`src/rtl/merge_pkg.sv`:
```
// -----------------------------------------------------------------------------
// merge_pkg
// Shared types and helpers for the merge-router packetizer and the later
// mesh-injection stages.
//   `DW         flit width: {type[1:0], FP32 payload[31:0]}
//   `HEAD/`BODY/`TAIL  2-bit flit type codes
//   flit_type_t flit type enum (values equal the type macros)
//   pkt_state_t packetizer FSM states
//   TYPE_LSB, PAYLOAD_W, HEAD_X_LSB  flit / head-field offsets
//   relu_fp32() clamps negative FP32 values (any sign bit set) to +0.0
// -----------------------------------------------------------------------------
`ifndef DW
`define DW 34
`endif
`ifndef HEAD
`define HEAD 2'b01
`endif
`ifndef BODY
`define BODY 2'b10
`endif
`ifndef TAIL
`define TAIL 2'b11
`endif

package merge_pkg;

    typedef enum logic [1:0] {
        FLIT_HEAD = `HEAD,
        FLIT_BODY = `BODY,
        FLIT_TAIL = `TAIL
    } flit_type_t;

    typedef enum logic {
        IDLE    = 1'b0,
        PAYLOAD = 1'b1
    } pkt_state_t;

    // Type field sits on top of the payload; the head packs x, then y, then seq
    // upwards from bit 0 (y and seq offsets scale with the coordinate width).
    localparam int PAYLOAD_W  = `DW - 2;
    localparam int TYPE_LSB   = `DW - 2;
    localparam int HEAD_X_LSB = 0;

    // Negative values, including -0.0 and negative NaNs, become +0.0.
    function automatic logic [31:0] relu_fp32(input logic [31:0] value);
        return value[31] ? 32'h0000_0000 : value;
    endfunction

endpackage

```
`src/rtl/flit_out_reg.sv`:
```
// -----------------------------------------------------------------------------
// flit_out_reg
// Registered valid/ready output stage. A new flit may be loaded whenever the
// register is empty or its current flit is being taken this cycle (load_ok).
// The held flit stays stable until out_valid & out_ready.
// Ports:
//   clk, rst        clock, asynchronous active-high reset
//   load            request to load load_data this cycle (honoured if load_ok)
//   load_data [W]   flit to load
//   load_ok         register can accept a flit this cycle
//   out_data  [W]   registered flit
//   out_valid       registered flit valid
//   out_ready       downstream ready
// -----------------------------------------------------------------------------
module flit_out_reg #(
    parameter int W = 34
) (
    input  logic         clk,
    input  logic         rst,
    input  logic         load,
    input  logic [W-1:0] load_data,
    output logic         load_ok,
    output logic [W-1:0] out_data,
    output logic         out_valid,
    input  logic         out_ready
);

    assign load_ok = ~out_valid | out_ready;

    // NOTE: clocked state uses non-blocking assignments so every register
    // samples the pre-edge values regardless of statement order.
    always_ff @(posedge clk or posedge rst) begin
        if (rst) begin
            out_valid <= 1'b0;
            out_data  <= '0;
        end else if (load_ok) begin
            out_valid <= load;
            if (load) begin
                out_data <= load_data;
            end
        end
    end

endmodule

```
`src/rtl/merge_packetizer.sv`:
```
// -----------------------------------------------------------------------------
// merge_packetizer
// Groups every PKT_LEN summed FP32 flits from the merge router's local port
// into one wormhole packet: HEAD (dest + seq), PKT_LEN-1 BODY flits, TAIL.
// The HEAD is generated from the IDLE state without consuming an input flit.
// Optional feature: define MERGE_PACKETIZER_RELU_EN to clamp negative payloads
// to +0.0 before the output register (no added latency).
// Ports:
//   clk, rst          clock, asynchronous active-high reset
//   data_i  [`DW]     summed flit; type bits ignored, [`DW-3:0] is the payload
//   valid_i / ready_o input handshake
//   data_o  [`DW]     packet flit {type, payload}
//   valid_o / ready_i output handshake
//   pkt_cnt_o [16]    TAIL flits handed downstream, wrapping
// -----------------------------------------------------------------------------
module merge_packetizer
    import merge_pkg::*;
#(
    parameter int PKT_LEN = 8,
    parameter int DEST_X  = 0,
    parameter int DEST_Y  = 0,
    parameter int COORD_W = 4,
    parameter int SEQ_W   = 8
) (
    input  logic           clk,
    input  logic           rst,
    input  logic [`DW-1:0] data_i,
    input  logic           valid_i,
    output logic           ready_o,
    output logic [`DW-1:0] data_o,
    output logic           valid_o,
    input  logic           ready_i,
    output logic [15:0]    pkt_cnt_o
);

    localparam int CNT_W   = (PKT_LEN > 1) ? $clog2(PKT_LEN) : 1;
    localparam int Y_LSB   = HEAD_X_LSB + COORD_W;
    localparam int SEQ_LSB = Y_LSB + COORD_W;
    localparam logic [CNT_W-1:0] LAST_CNT = CNT_W'(PKT_LEN - 1);

    pkt_state_t           state, state_n;
    logic [CNT_W-1:0]     cnt, cnt_n;
    logic [SEQ_W-1:0]     seq, seq_n;
    logic                 load, load_ok;
    logic [`DW-1:0]       load_data;
    logic [`DW-1:0]       head_flit;
    logic [PAYLOAD_W-1:0] payload;
    flit_type_t           body_type;
    logic                 unused_type_bits;

    // Incoming type bits carry no meaning here; the packetizer assigns its own.
    assign unused_type_bits = ^data_i[TYPE_LSB +: 2];

`ifdef MERGE_PACKETIZER_RELU_EN
    assign payload = relu_fp32(data_i[PAYLOAD_W-1:0]);
`else
    assign payload = data_i[PAYLOAD_W-1:0];
`endif

    assign body_type = (cnt == LAST_CNT) ? FLIT_TAIL : FLIT_BODY;

    always_comb begin
        head_flit                         = '0;
        head_flit[TYPE_LSB +: 2]          = FLIT_HEAD;
        head_flit[HEAD_X_LSB +: COORD_W]  = COORD_W'(DEST_X);
        head_flit[Y_LSB +: COORD_W]       = COORD_W'(DEST_Y);
        head_flit[SEQ_LSB +: SEQ_W]       = seq;
    end

    // NOTE: every signal written here gets a default first, so no path can
    // leave it unassigned and infer a latch.
    always_comb begin
        state_n   = state;
        cnt_n     = cnt;
        seq_n     = seq;
        ready_o   = 1'b0;
        load      = 1'b0;
        load_data = '0;
        unique case (state)
            IDLE: begin
                // Head is emitted on sight of a pending flit; the flit itself
                // stays on the input until PAYLOAD accepts it.
                if (valid_i && load_ok) begin
                    load      = 1'b1;
                    load_data = head_flit;
                    cnt_n     = '0;
                    state_n   = PAYLOAD;
                end
            end
            PAYLOAD: begin
                ready_o = load_ok;
                if (valid_i && load_ok) begin
                    load      = 1'b1;
                    load_data = {body_type, payload};
                    if (cnt == LAST_CNT) begin
                        cnt_n   = '0;
                        seq_n   = seq + SEQ_W'(1);
                        state_n = IDLE;
                    end else begin
                        cnt_n = cnt + CNT_W'(1);
                    end
                end
            end
            default: state_n = IDLE;
        endcase
    end

    always_ff @(posedge clk or posedge rst) begin
        if (rst) begin
            state <= IDLE;
            cnt   <= '0;
            seq   <= '0;
        end else begin
            state <= state_n;
            cnt   <= cnt_n;
            seq   <= seq_n;
        end
    end

    always_ff @(posedge clk or posedge rst) begin
        if (rst) begin
            pkt_cnt_o <= '0;
        end else if (valid_o && ready_i && (data_o[TYPE_LSB +: 2] == FLIT_TAIL)) begin
            pkt_cnt_o <= pkt_cnt_o + 16'd1;
        end
    end

    flit_out_reg #(
        .W(`DW)
    ) u_out_reg (
        .clk       (clk),
        .rst       (rst),
        .load      (load),
        .load_data (load_data),
        .load_ok   (load_ok),
        .out_data  (data_o),
        .out_valid (valid_o),
        .out_ready (ready_i)
    );

endmodule

```
`config.mk`:
```
export PLATFORM = sky130hd
export DESIGN_NAME = merge_packetizer
export DESIGN_NICKNAME = d
export VERILOG_FILES = /design/src/rtl/merge_pkg.sv /design/src/rtl/flit_out_reg.sv /design/src/rtl/merge_packetizer.sv
export SDC_FILE = /design/constraint.sdc
export NUM_CORES = 1
export LEC_CHECK = 0
export CELL_PAD_IN_SITES_DETAIL_PLACEMENT = 1
export CELL_PAD_IN_SITES_GLOBAL_PLACEMENT = 1
export CORE_ASPECT_RATIO = 1.75
export CORE_MARGIN = 2
export CORE_UTILIZATION = 34
export CTS_CLUSTER_DIAMETER = 40
export DETAILED_ROUTE_END_ITERATION = 8
export PLACE_DENSITY = 0.86
export SYNTH_ARGS = -nofsm -noshare
export SYNTH_HDL_FRONTEND = slang
export SYNTH_SLANG_ARGS = --single-unit
export TNS_END_PERCENT = 20
```
`constraint.sdc`:
```
create_clock -name clk -period 2.4 [get_ports clk]
set_clock_uncertainty 0.2 [all_clocks]
set_input_delay 0.48 -clock clk [delete_from_list [all_inputs] [get_ports clk]]
set_output_delay 0.48 -clock clk [all_outputs]
set_load 0.02 [all_outputs]
```
# Word level (Yosys, flattened, before mapping)
# Index checks and enable logic that the tools add are counted.
[classes]
addsub = 3
eq_ne = 4
muxes = 13
n_bitwise = 3
n_reduce_logical = 6
[op_table]
columns = ["op", "count"]
rows = [
  ["case mux 34 bit (2 select lines)", 1],
  ["two-way mux 34 bit", 1],
  ["two-way mux 33 bit", 1],
  ["adder 16 x 1 -> 16 bit, second input constant", 1],
  ["two-way mux 3 bit", 3],
  ["adder 8 x 1 -> 8 bit, second input constant", 1],
  ["case mux 3 bit (2 select lines)", 1],
  ["two-way mux 1 bit", 5],
  ["AND reduction 2 bit", 2],
  ["adder 3 x 1 -> 3 bit, second input constant", 1],
  ["equality test 3 bit, second input constant", 1],
  ["logical AND 1 bit", 3],
  ["AND reduction 3 bit", 1],
  ["equality test 2 bit, second input constant", 1],
  ["inequality test 2 x 1 -> 1 bit, second input constant", 1],
  ["inequality test 2 bit, second input constant", 1],
  ["NOT 1 bit", 2],
  ["case mux 1 bit (2 select lines)", 1],
  ["bitwise OR 1 bit", 1],
]
[word_totals]
ff_bits = 63
inputBits = 38
elab_cells = 35

# Depth between registers and ports, before layout
# Gate-level depths: netlist of run 1.
[logic_depth]
depth_word = 5
mapped_depth = 6
ltp_nobuf = 6

# Modules after synthesis
# Synthesis of run 1 repeated with hierarchy kept, for this count alone.
[unflattened]
hier_cells = 234
area_unflattened_um2 = 3040.4
[modules_own_cells]
columns = ["module", "n_inst", "cells_per_inst", "area_each_um2", "seq_area_each_um2"]
rows = [
  ["merge_packetizer", 1, 158, 1572.8, 700.7],
  ["flit_out_reg", 1, 76, 1467.7, 875.8],
]

# Worst setup path after synthesis of run 1
# No wires, ideal clock.
[synth_timing]
path_type = "reg2reg"
startpoint = "register u_out_reg.out_valid"
endpoint = "register pkt_cnt_o[14]"
setup_time_ns = 0.080
arrival_ns = 1.534
t_required_ns = 2.120
setup_slack_ns = 0.587
path_stages_with_launch = 5
path_buffers = 0
path_cell_list = "dfrtp_1 > nand4_2 > or4_4 > nor3b_2 > xor2_1"
[synth_between]
elab_chain_len = 2
[synth_rtl]
columns = ["item", "line_no", "rtl"]
rows = [
  ["from (decl)", "flit_out_reg.sv:24", "output logic out_valid,"],
  ["from (signal assigned)", "flit_out_reg.sv:37", "out_valid <= load;"],
  ["logical AND 1 bit (2 in series)", "merge_packetizer.sv:123", "end else if (valid_o && ready_i && (data_o[TYPE_LSB +: 2] == FLIT_TAIL)) begin"],
  ["to (signal assigned)", "merge_packetizer.sv:124", "pkt_cnt_o <= pkt_cnt_o + 16'd1;"],
  ["to (decl)", "merge_packetizer.sv:33", "output logic [15:0] pkt_cnt_o"],
]
# Every way passes these cells.
# A chain may end at the register's enable or synchronous reset.

# Final worst setup path of run 1
[layout_timing]
startpoint = "input port ready_i"
endpoint = "output port ready_o"
[layout_between]
elab_chain_len = 2
[layout_rtl]
columns = ["item", "line_no", "rtl"]
rows = [
  ["from (decl)", "merge_packetizer.sv:32", "input logic ready_i,"],
  ["bitwise OR 1 bit", "flit_out_reg.sv:28", "assign load_ok = ~out_valid | out_ready;"],
  ["two-way mux 1 bit", "merge_packetizer.sv:79", "unique case (state)"],
  ["to (decl)", "merge_packetizer.sv:29", "output logic ready_o,"],
]
# Every way passes these cells.

==> impl_summary.txt, run 1 <==
----------------------------------------------------
[Worst setup path]
  Crit path max fanout ... 2
  Crit path launch type ... primary input
  Arrival time at the worst endpoint ... approximately 1.6 ns
  Critical-path top delay cell ... sky130_fd_sc_hd__clkdlybuf4s50_1
  Critical Path RT ... approximately 1.7 ns
  Worst Setup Path Type ... primary input to primary output
  WP buf/inv ... 2
  Critical path capture point type ... primary output
  Cell family with the largest share of critical-path delay ... buffers and inverters
  Chain of cells forming the critical path ... clkdlybuf4s50_1 > and2b_1 > nor2_1 > dlygate4sd2_1
  Delay of the slowest cell on the worst path ... 0.49 ns

[Timing]
  Final-report max-slew violation count ... 0
  Setup total negative slack ... 0 ns
  Number of failing setup endpoints in the final timing report ... 0
  Remaining max-slew budget at the tightest pin ... 69.01%
  Worst Setup Slack, final ... 0.1164 ns
  Tightest Pin Transition ... 0.4606 ns
  Peak clock frequency supported by timing ... 437.9 MHz
  Final worst-path cycle share ... 95.15%
  Final critical delay including setup and external delays ... 2.284 ns
  Final count of hold timing violations ... 0
  Unrepaired setup endpoints after global routing ... no

[GRT]
  Initial antenna violation count ... 0
  Largest net degree at the start of global routing ... 64
  Overall Global Routing Usage ... 18.23%
  First-pass GRT wire length ... about 12 mm
  Number of global-route vias before repair ... 2459
  Sum of overflow across all layers after global routing ... 0

[Synthesis]
  Biggest area contributors in the synthesized netlist ... sky130_fd_sc_hd__dfrtp_1 59%, sky130_fd_sc_hd__nand2_1 10%, sky130_fd_sc_hd__o21ai_0 6.7%
  Post-synth top area cell ... sky130_fd_sc_hd__dfrtp_1
  Post-synthesis sequential area ratio ... 58.82%
  Synth Flop Type ... sky130_fd_sc_hd__dfrtp_1
  Instance count of the mapped netlist ... 263
  Number of enable flip-flop cells after synthesis ... 0
  Library cell with the highest instance count after synthesis ... sky130_fd_sc_hd__nand2_1
  Yosys top cell area share ... 58.82%
  Average instance area after synthesis ... 10.19 um^2
  Post-synthesis register bit count ... 63
  Post-Synthesis Net Count ... 305
  Area of the mapped netlist ... 2680 um^2
  Most common library cells after synthesis ... 72 x sky130_fd_sc_hd__nand2_1, 63 x sky130_fd_sc_hd__dfrtp_1, 36 x sky130_fd_sc_hd__o21ai_0, 14 x sky130_fd_sc_hd__xnor2_1
  Netlist cell types ... 28
  Yosys warnings ... 0
  Fraction of registers with async set or reset after synthesis ... 100.0%

[Detailed routing]
  Vias per cell ... 4.938
  Via count ... 2232
  DRT Pass-1 Iters ... 4
  Final Routed Wirelength ... slightly above 7 mm
  WL per Instance ... 15.97 um
  Residual DRC count ... 0
  Count of routing violations after the opening detailed-route iteration ... 104
  Number of nets with antenna violations after detailed routing ... 0

[Worst hold path]
  HP Class ... flop to flop

[Place]
  Worst slack at placement ... -0.1689 ns
  Post-DP Area ... around 3700 um^2
  Routability Congestion ... 0.8377
  # port buffers ... 87
  Detailed placement HPWL ... 4.984 mm

[Status]
  Status ... complete, no violations

[Power and ir drop]
  Max VDD drop ... 0.3756 mV
  Pwr dens ... 856.7 nW/um^2
  Tot Pwr ... 3.433 mW
  LEAKAGE ... between 1.5 and 2 nW

[Clocking]
  Clock-pin slew reported for the worst setup and hold paths after clock tree synthesis ... 0.05 ns
  Buffer count from post-CTS setup fixing ... 0
  Number of cells upsized or downsized after cts ... 1
  Root cell of the clock tree ... sky130_fd_sc_hd__clkbuf_16
  Clock latency of the later-clocked register in the worst-skew pair ... about 0.32 ns
  CTS buffer count ... 9
  CTS hold repair buffers ... 0
  Maximum level of the CTS H-tree ... 3
  Number of sinks handled by clock tree synthesis ... 63
  CTS Buffer Depth ... 2
  CTS tree ... done

[Layout]
  Net count of the finished layout ... 401
  Share of final-layout standard cells stronger than drive strength 1 ... 9.066%
  Antenna Cells ... 0
  FILL cells ... between 800 and 900
  Cell area after layout ... around 4000 um^2
  Area growth from synthesis to layout ... 49.53%

[Floorplan]
  Total I/O pin count ... 90
  Core footprint ... 7620 um^2
  Die Wd ... roughly 71 um
  Floorplan die height ... 121.5 um
  Die Outline Area ... 8637 um^2
  Starting Density ... 35.17%
  Rows ... 42

[Job]
  Max-cap viol count ... 0

----------------------------------------------------
==> layout make-up <==
class	instances	area, um^2	area share [%]
sequential	63	1577	39.34
multi-input combinational	181	1033	25.79
timing repair buffer	97	969.7	24.20
clock buffer	12	246.5	6.150
tap	88	110.1	2.747
clock inverter	4	45.04	1.124
inverter	7	26.28	0.6556
==> where the power goes <==
group / total [mW] / switching [mW] / internal, mW / leakage [nW]
clock: 1.26 / 0.435 / 0.826 / 0.146
sequential: 1.36 / 0.138 / 1.23 / 0.788
combinational: 0.808 / 0.417 / 0.390 / 0.955
total: 3.43 / 0.990 / 2.44 / 1.89
==> metrics by stage <==
step	utilization [%]	hold WS (ns)	std cells
floorplan	-	0.2447	263
global placement	48.78	0.2624	436
detailed placement	48.78	0.2695	436
CTS	52.59	0.2809	452
global route	52.59	0.2990	452
finish	52.59	0.2775	452
==> registers in the layout, indices dropped and copies added (netlist names) <==
signal and cells:
u_out_reg.out_data 34, u_out_reg.out_valid 1, pkt_cnt_o 16, state 1
seq 8, cnt 3
==> cell families (layout without fill, tap and decap cells) <==
| family | Yosys count | in the layout | synth area share, % |
|---|---|---|---|
| compound gates | 38 | 38 | 7.189 |
| fa+ha+maj | 4 | 4 | 1.867 |
| simple gates | 108 | 108 | 18.81 |
| mux | 9 | 9 | 3.408 |
| flops | 63 | 63 | 58.82 |
| xor+xnor | 22 | 22 | 7.190 |
| buf+inv | 19 | 120 | 2.708 |
==> worst paths after layout <==
| path | startpoint | to | slack [ns] | cells past startpoint |
|---|---|---|---|---|
| setup / recovery | ready_i | ready_o | 0.12 | 4 |
| hold / removal | u_out_reg.out_data[19]$_DFFE_PP0P_ | u_out_reg.out_data[19]$_DFFE_PP0P_ | 0.28 | 2 |
| setup reg to reg | pkt_cnt_o[3]$_DFFE_PP0P_ | pkt_cnt_o[15]$_DFFE_PP0P_ | 0.44 | 5 |
| hold reg to reg | u_out_reg.out_data[19]$_DFFE_PP0P_ | u_out_reg.out_data[19]$_DFFE_PP0P_ | 0.28 | 2 |
| max in group asynchronous | rst | pkt_cnt_o[8]$_DFFE_PP0P_ | 1.36 | 3 |
| min in group asynchronous | rst | seq[7]$_DFFE_PP0P_ | 0.36 | 3 |
==> worst min-delay path: stages (launching register included) <==
cell                      delay [ns]
sky130_fd_sc_hd__dfrtp_1        0.34
sky130_fd_sc_hd__nand2_1        0.05
sky130_fd_sc_hd__o21ai_0        0.06
==> cells in the final DEF (no fill, tap or decap), types with 6 or more instances in the layout <==
cell | Yosys | final
sky130_fd_sc_hd__nand3_1 | 9 | 9
sky130_fd_sc_hd__buf_4 | 0 | 8
sky130_fd_sc_hd__nand4_1 | 6 | 6
sky130_fd_sc_hd__clkbuf_16 | 0 | 9
sky130_fd_sc_hd__inv_1 | 7 | 6
sky130_fd_sc_hd__mux2i_1 | 8 | 8
sky130_fd_sc_hd__clkdlybuf4s50_1 | 0 | 86
sky130_fd_sc_hd__nand2_1 | 72 | 71
sky130_fd_sc_hd__xnor2_1 | 14 | 14
sky130_fd_sc_hd__o21ai_0 | 36 | 36
sky130_fd_sc_hd__dfrtp_1 | 63 | 63
sky130_fd_sc_hd__xor2_1 | 8 | 8
==> metal layers <==
metal	up-vias	track usage, %	wire [um]
met5	-	0	0
met1	1091	19.56	2681
met4	0	8.137	159
met2	66	33.64	4070
met3	10	3.654	305
li1	1065	-	-
Power figures use the tool's default switching activity.
==> inputs of run 2 (changes only) <==
--- a/config.mk
+++ b/config.mk
@@ -13,6 +13,7 @@
 export CTS_CLUSTER_DIAMETER = 40
 export DETAILED_ROUTE_END_ITERATION = 8
 export PLACE_DENSITY = 0.86
+export SKIP_LAST_GASP = 1
 export SYNTH_ARGS = -nofsm -noshare
 export SYNTH_HDL_FRONTEND = slang
 export SYNTH_SLANG_ARGS = --single-unit
==> results of run 2 <==
No change in the layout: final DEF, timing and power equal those of run 1.
==> inputs of run 3 (changes only) <==
--- a/config.mk
+++ b/config.mk
@@ -8,7 +8,7 @@
 export CELL_PAD_IN_SITES_DETAIL_PLACEMENT = 1
 export CELL_PAD_IN_SITES_GLOBAL_PLACEMENT = 1
 export CORE_ASPECT_RATIO = 1.75
-export CORE_MARGIN = 2
+export CORE_MARGIN = 4
 export CORE_UTILIZATION = 34
 export CTS_CLUSTER_DIAMETER = 40
 export DETAILED_ROUTE_END_ITERATION = 8
==> impl_summary.txt, run 3 (synthesis gave the netlist of run 1 again) <==
----------------------------------------------------
[Status]
  Status ... complete, no violations

[Worst setup path]
  Arrival time at the worst endpoint ... 1.62 ns
  Crit path max fanout ... 2
  Crit path launch type ... primary input
  Worst R2R Setup Slack ... 0.43 ns
  Critical path capture point type ... primary output
  Critical Path RT ... ~1.7 ns
  Critical-path top delay cell ... sky130_fd_sc_hd__clkdlybuf4s50_1
  Worst Setup Path Type ... primary input to primary output
  Delay of the slowest cell on the worst path ... 0.51 ns
  Chain of cells forming the critical path ... clkdlybuf4s50_1 > and2b_1 > nor2_1 > dlygate4sd2_1

[Floorplan]
  Die Outline Area ... roughly 9400 um^2
  Die Wd ... 75.12 um
  Rows ... 42
  Core footprint ... 7620 um^2
  Starting Density ... a little over a third
  Total I/O pin count ... 90
  Floorplan die height ... 125.5 um

[Timing]
  Hold_ws ... about 0.25 ns
  Peak clock frequency supported by timing ... 435.0 MHz
  Final count of hold timing violations ... 0
  Number of failing setup endpoints in the final timing report ... 0
  Remaining max-slew budget at the tightest pin ... 70.57%
  Final critical delay including setup and external delays ... 2.299 ns
  Final-report max-slew violation count ... 0
  Unrepaired setup endpoints after global routing ... no
  Tightest Pin Transition ... 0.4414 ns
  Final worst-path cycle share ... 95.79%

[Clocking]
  CTS buffer count ... 9
  CTS Buffer Depth ... 2
  CTS tree ... done
  Clock latency of the later-clocked register in the worst-skew pair ... 0.33 ns
  CTS hold repair buffers ... 0
  Number of sinks handled by clock tree synthesis ... 63
  Root cell of the clock tree ... sky130_fd_sc_hd__clkbuf_16
  Maximum level of the CTS H-tree ... 3
  Clock-pin slew reported for the worst setup and hold paths after clock tree synthesis ... 0.06 ns

[GRT]
  Largest net degree at the start of global routing ... 50
  First-pass GRT wire length ... 12.54 mm
  Sum of overflow across all layers after global routing ... 0
  Overall Global Routing Usage ... between 10% and 20%
  Initial antenna violation count ... 0
  Number of global-route vias before repair ... 2542

[Detailed routing]
  Number of nets with antenna violations after detailed routing ... 0
  WL per Instance ... 16.95 um
  DRT Pass-1 Iters ... 3
  Vias per cell ... 5.044
  Count of routing violations after the opening detailed-route iteration ... approximately 130
  Final Routed Wirelength ... 7.678 mm
  Via count ... 2285
  Residual DRC count ... 0

[Worst hold path]
  HP Class ... primary input to asynchronous set/reset pin

[Layout]
  Cell area after layout ... a little over 4000 um^2
  Net count of the finished layout ... 402
  Share of final-layout standard cells stronger than drive strength 1 ... approximately 10%
  Number of flip-flops in the largest register ... 34
  Area growth from synthesis to layout ... 52.10%
  Registers with the most flip-flops ... u_out_reg.out_data (34), pkt_cnt_o (16), seq (8)
  Number of standard cells in the final layout excluding fillers ... 453
  Antenna Cells ... 0
  Commonest non-fill, non-tap cell in the layout ... sky130_fd_sc_hd__clkdlybuf4s50_1
  Highest-count cells in the layout ignoring fill and taps ... 86 x sky130_fd_sc_hd__clkdlybuf4s50_1, 71 x sky130_fd_sc_hd__nand2_1, 63 x sky130_fd_sc_hd__dfrtp_1
  Register with the most flip-flops ... u_out_reg.out_data

[Place]
  Post-DP Area ... approximately 3700 um^2
  Routability Congestion ... 0.8789
  Cells after DPL ... 437
  Detailed placement HPWL ... 5.352 mm
  # port buffers ... 87

[Job]
  Max-cap viol count ... 0

[Power and ir drop]
  Max VDD drop ... 0.5424 mV
  LEAKAGE ... 1.906 nW
  Tot Pwr ... 3.670 mW
  Pwr dens ... ~900 nW/um^2

----------------------------------------------------
run 3: cell types whose count changed in the layout (fill, tap and decap cells not counted), sizes merged:
cell	delta
buf	+1
bufinv	+2
clkbuf	-3
clkinv	-2
clkinvlp	+3
run 3: timing repair:
action / CTS / global route
setup endpoints to repair: 1 / 2
buffers inserted: 0 / 0
resized for setup: 1 / 1
run 3: power by group:
group / internal, mW / switching (mW)
registers: 1.23 / 0.143
clock network: 1.01 / 0.478
logic: 0.390 / 0.420
total: 2.63 / 1.04
run 3: path summary, 6_finish.rpt:
| path | startpoint | to | cells past startpoint |
|---|---|---|---|
| worst min-delay path | rst | u_out_reg.out_data[14]$_DFFE_PP0P_ | 2 |
| worst min register to register | pkt_cnt_o[15]$_DFFE_PP0P_ | pkt_cnt_o[15]$_DFFE_PP0P_ | 1 |
| worst max register to register | pkt_cnt_o[2]$_DFFE_PP0P_ | pkt_cnt_o[9]$_DFFE_PP0P_ | 4 |
| max in group asynchronous | rst | u_out_reg.out_data[4]$_DFFE_PP0P_ | 3 |
| min in group clk | pkt_cnt_o[15]$_DFFE_PP0P_ | pkt_cnt_o[15]$_DFFE_PP0P_ | 1 |
| worst max-delay path | ready_i | ready_o | 4 |
run 3: final cells by class:
| cell class | instances | area, um^2 |
|---|---|---|
| Fill cell | 828 | 3543 |
| Sequential cell | 63 | 1577 |
| Multi-Input combinational cell | 181 | 1040 |
| Timing Repair Buffer | 98 | 977.2 |
| Clock buffer | 9 | 225.2 |
| Clock inverter | 7 | 121.4 |
| Tap cell | 88 | 110.1 |
| Inverter | 7 | 26.28 |
run 3: through the flow:
step,util [%],setup WS (ns),setup TNS (ns)
finish,53.50,0.1010,0
global placement,48.88,-0.1060,-0.2855
global route,53.50,0.05176,0
floorplan,-,0.1503,0
CTS,53.42,0.01678,0
detailed placement,48.88,-0.1738,-0.5854
run 3: per-layer routing:
metal	global-route usage, %	vias to the layer above	wire length (um)
met2	30.16	75	4107
met4	10.80	0	336
met1	19.58	1112	2856
li1	-	1075	-
met5	0	-	0
met3	3.614	23	378
run 3: worst max-delay path: cells and delay by family:
kind	cells	cell delay [ns]
buf+inv	2	0.84
simple gates	2	0.30
